<file path="src/rtl/inst_fetch.sv">
// Instruction fetch stage: issues one word read per PC value over a req/gnt/rvalid
// handshake, holds the returned instruction for decode and pulses pc_en on acceptance.
module inst_fetch #(
    parameter logic [31:0] NOP     = 32'h0000_0013,
    parameter int unsigned TIMEOUT = 64
) (
    input  logic        clk,
    input  logic        rst,
    input  logic [31:0] pc,
    input  logic        flush,
    input  logic        inst_ready,
    input  logic        imem_gnt,
    input  logic        imem_rvalid,
    input  logic [31:0] imem_rdata,
    output logic        imem_req,
    output logic [31:0] imem_addr,
    output logic [31:0] inst,
    output logic [31:0] inst_pc,
    output logic        inst_valid,
    output logic        inst_misaligned,
    output logic        pc_en,
    output logic        fetch_err
);

    localparam logic [7:0] TimeoutLast = 8'(TIMEOUT - 1);

    typedef enum logic [2:0] {StIdle, StReq, StWait, StDrop, StHold} state_e;

    state_e      state_q, state_d;
    logic [7:0]  cnt_q;
    logic [31:0] inst_q;
    logic [31:0] inst_pc_q;
    logic        inst_valid_q;
    logic        inst_misaligned_q;
    logic        fetch_err_q;
    logic        misaligned;

    assign misaligned = |pc[1:0];

    always_ff @(posedge clk) begin
        if (rst) begin
            state_q <= StIdle;
        end else begin
            state_q <= state_d;
        end
    end

    always_comb begin
        state_d = state_q;
        unique case (state_q)
            StIdle: state_d = StReq;
            StReq: begin
                if (misaligned) begin
                    state_d = StHold;
                end else if (imem_gnt) begin
                    state_d = StWait;
                end
            end
            StWait: begin
                if (flush) begin
                    state_d = imem_rvalid ? StReq : StDrop;
                end else if (imem_rvalid) begin
                    state_d = StHold;
                end
            end
            StDrop: begin
                if (imem_rvalid) begin
                    state_d = StReq;
                end
            end
            StHold: begin
                if (flush || inst_ready) begin
                    state_d = StReq;
                end
            end
            default: state_d = StIdle;
        endcase
    end

    always_comb begin
        imem_req  = (state_q == StReq) && !misaligned;
        imem_addr = {pc[31:2], 2'b00};
        // flush wins over inst_ready so a redirected entry never advances the PC
        pc_en     = (state_q == StHold) && inst_ready && !flush;
    end

    always_ff @(posedge clk) begin
        if (rst) begin
            cnt_q             <= 8'd0;
            inst_q            <= NOP;
            inst_pc_q         <= 32'd0;
            inst_valid_q      <= 1'b0;
            inst_misaligned_q <= 1'b0;
            fetch_err_q       <= 1'b0;
        end else begin
            case (state_q)
                StReq: begin
                    if (misaligned) begin
                        inst_q            <= NOP;
                        inst_pc_q         <= pc;
                        inst_valid_q      <= 1'b1;
                        inst_misaligned_q <= 1'b1;
                    end else if (imem_gnt) begin
                        inst_pc_q <= pc;
                        cnt_q     <= 8'd0;
                    end
                end
                StWait: begin
                    if (imem_rvalid) begin
                        if (!flush) begin
                            inst_q            <= imem_rdata;
                            inst_valid_q      <= 1'b1;
                            inst_misaligned_q <= 1'b0;
                        end
                    end else begin
                        if (cnt_q == TimeoutLast) begin
                            fetch_err_q <= 1'b1;
                        end
                        // saturate rather than wrap while stuck waiting
                        if (cnt_q != 8'hff) begin
                            cnt_q <= cnt_q + 8'd1;
                        end
                    end
                end
                StHold: begin
                    if (flush || inst_ready) begin
                        inst_q            <= NOP;
                        inst_valid_q      <= 1'b0;
                        inst_misaligned_q <= 1'b0;
                    end
                end
                default: ;
            endcase
        end
    end

    assign inst            = inst_q;
    assign inst_pc         = inst_pc_q;
    assign inst_valid      = inst_valid_q;
    assign inst_misaligned = inst_misaligned_q;
    assign fetch_err       = fetch_err_q;

endmodule
</file>
<file path="config.mk">
export PLATFORM = sky130hd
export DESIGN_NAME = inst_fetch
export DESIGN_NICKNAME = d
export VERILOG_FILES = /design/src/rtl/inst_fetch.sv
export SDC_FILE = /design/constraint.sdc
export NUM_CORES = 1
export LEC_CHECK = 0
export CAP_MARGIN = 20
export CORE_MARGIN = 3
export CORE_UTILIZATION = 45
export CTS_BUF_LIST = sky130_fd_sc_hd__clkbuf_8
export CTS_CLUSTER_SIZE = 16
export DETAILED_ROUTE_END_ITERATION = 6
export PLACE_DENSITY = 0.88
export SYNTH_ARGS = -nofsm -noshare
export SYNTH_HDL_FRONTEND = slang
export SYNTH_SLANG_ARGS = --single-unit
export TNS_END_PERCENT = 50
</file>
<file path="constraint.sdc">
create_clock -name clk -period 4.5 [get_ports clk]
set_clock_uncertainty 0.05 [all_clocks]
set_input_delay 0.675 -clock clk [delete_from_list [all_inputs] [get_ports clk]]
set_output_delay 0.675 -clock clk [all_outputs]
set_load 0.01 [all_outputs]
</file>
==> results.sh <==
export IMPL_status="finished, final reports clean"
export IMPL_htreeDepth=3
export IMPL_peakVddDrop_v=0.000208
export IMPL_drtPass1Iterations=5
export IMPL_seq_area_um2=1560
export IMPL_ctsLongestPathBuffers=2
export IMPL_vias=3157
export IMPL_die_h_um=93.4
export IMPL_synth_seq_area_share_pct=45.4
export IMPL_start_util_pct=46.9
export IMPL_grt_max_degree=36
export IMPL_placed_cells_incl_taps=623
export IMPL_syn_area_per_cell_um2=8.40
export IMPL_num_fill_cells=555
export IMPL_post_drt_wl_per_cell_um=13.6
export IMPL_path_cells="clkdlybuf4s50_1, clkinv_1, o211a_2, a41oi_1, a31oi_1"
export IMPL_wl_um=8700
export IMPL_drive_above_1_share_pct=5.56
export IMPL_final_net_count=607
export IMPL_fp_dieW_um=93.4
export IMPL_worstReg2RegStart="state_q[0]"
export IMPL_synth_most_common_cell="nand2_1"
export IMPL_startpoint="rst"
export IMPL_cp_start_kind="primary input"
export IMPL_synth_warnings=0
export IMPL_insertedDiodeCount=0
export IMPL_syn_inst=409
export IMPL_cts_tree="built"
export IMPL_finalSetupViolCount=0
export IMPL_grt_pass1_wl_um=13900
export IMPL_final_util_pct=69.4
export IMPL_end_kind="flip-flop"
export IMPL_dieArea_um2=8720
export IMPL_dp_hpwl_um=6590
export IMPL_gr_usage_all_layers_pct=19.7
export IMPL_clkLatencyLatePin_ps=330
export IMPL_rows=31
export IMPL_synth_seq_cells=78
export IMPL_cts_resized=0
export IMPL_power_density_nw_per_um2=289
export IMPL_netlist_area_um2=3440
export IMPL_p_leak_uw=0.00184
export IMPL_pin_count=171
export IMPL_cp_slowest_cell="clkinv_1"
export IMPL_area_growth_pct=48.2
export IMPL_synth_top_area_share_pct=45.4
export IMPL_synth_edff_count=0
export IMPL_max_stage_delay_ps=970
export IMPL_timing_fmax_mhz=313
export IMPL_clockRootBuffer="clkbuf_8"
export IMPL_grt_ovfl_total=0
export IMPL_ant_nets=0
export IMPL_grt_antenna_before_repair=0
export IMPL_dp_slack_ps=876
export IMPL_path_clk_slew_ps=80
export IMPL_multiInputGateArea_um2=1490
export IMPL_ctsHoldBuffers=0
export IMPL_hold_viol_final=0
export IMPL_hp_class="flip-flop to flip-flop"
export IMPL_grt_pass1_vias=2997
export IMPL_layout_min_cycle_time_ps=3190
export IMPL_holdCritStartpoint="inst_pc[18]"
export IMPL_post_cts_setup_buffers=0
export IMPL_drc_errors=0
export IMPL_drt_iter0_drc=94
export IMPL_crit_arrival_ps=3350
export IMPL_cap_violations=0
export IMPL_crit_path_max_fanout=35
export IMPL_synth_async_reset_ratio_pct=0
export IMPL_synth_distinct_cells=45
export IMPL_fin_cells=639
export IMPL_timing_final_crit_share_pct=70.9
export IMPL_worstPathRequired_ps=4660
export IMPL_fin_ws_ps=1310
export IMPL_tns_ps=0
export IMPL_cts_made_buffers=9
export IMPL_gp_congestion=0.819
export IMPL_portBuffers=168
export IMPL_slew_viol_final=0
export IMPL_synth_area_leader_cell="dfxtp_1"
export IMPL_worstSetupPathType="primary input to flip-flop"
export IMPL_dominantRegCellSynth="dfxtp_1"
export IMPL_routed_via_density=4.94
export IMPL_tightest_slew_ps=965
export IMPL_synth_commonest_cells="nand2_1, dfxtp_1, a21oi_1, buf_4, mux2i_1"
export IMPL_rsz0062_at_grt="false"
export IMPL_slew_headroom_pct=35.3
export IMPL_cts_sinks=78
export IMPL_yosys_top_cells_area="dfxtp_1, nand2_1, mux2i_1"
export IMPL_core_region_area_um2=7330
[final cells by class]
| class | instances | area share, % |
|---|---|---|
| sequential | 78 | 30.7 |
| multi-input combinational | 269 | 29.3 |
| clock buffer | 10 | 2.70 |
| inverter | 6 | 0.442 |
| tap | 99 | 2.43 |
| clock inverter | 5 | 0.541 |
| timing repair buffer | 172 | 33.9 |
[where the power goes]
group / switching [uW] / leakage, uW / internal, uW
Sequential: 17.1 / 0.000633 / 715
Clock: 237 / 0.0000931 / 208
Combinational: 129 / 0.00112 / 165
[path summary, 6_finish.rpt]
path	cells after the start	end	slack, ps
worst max-delay path	5	cnt_q[5]	1310
worst min-delay path	2	inst_pc[18]	410
worst max register to register	4	inst_pc[9]	2270
worst min register to register	2	inst_pc[18]	410
[flip-flops by register name, summed over array words and instances, names as in the netlist]
| register | cells |
|---|---|
| inst_pc | 32 |
| inst | 32 |
| state_q | 3 |
| inst_misaligned | 1 |
| inst_valid | 1 |
| fetch_err | 1 |
| cnt_q | 8 |
[metal layers]
| metal | wire length [um] | vias up | global-route usage, % |
|---|---|---|---|
| met5 | 0 | - | 0 |
| met4 | 94 | 0 | 6.96 |
| met3 | 762 | 11 | 6.03 |
| met2 | 4370 | 129 | 35.0 |
| met1 | 3470 | 1442 | 22.2 |
| li1 | - | 1575 | - |
[stage by stage]
step	cell area (um2)	hold slack (ps)	total power [uW]
after CTS	5080	409	1490
after global placement	4900	389	1040
after floorplan	3440	402	911
final	5090	407	1470
after detailed placement	4910	395	1050
after global routing	5090	423	1540
[cell usage in the layout, fill, tap and decap left out, types with 2 or more instances in the layout]
cell type and instances:
clkinv_2 3, nor2_1 14, mux2i_1 32, nand2_1 125, conb_1 2, o21ai_0 5, o21a_1 3, clkbuf_8 10
clkdlybuf4s50_1 168, a31oi_1 5, nor4b_2 2, a41oi_1 2, nor2b_1 2, o21ai_1 4, inv_1 5, nand2b_1 2
a22oi_1 2, buf_8 2, a211oi_1 2, nor3_4 2, nor3b_1 2, dfxtp_1 78, nand3_1 7, buf_4 2
a21oi_1 36
[logic make-up after synthesis]
family	Yosys count	share of synthesized area, %
muxes	32	9.32
and+or+nand+nor	167	21.5
adders and majority gates	1	0.364
AOI/OAI and AO/OA	67	11.5
buffers and inverters	63	11.7
DFF	78	45.4
other	1	0.109
[worst max-delay path, delay by kind of cell]
family                 cells  cell delay (ps)
AO/OA/AOI/OAI              3              810
buffers and inverters      2             1860
(Power assumes the default switching activity.)
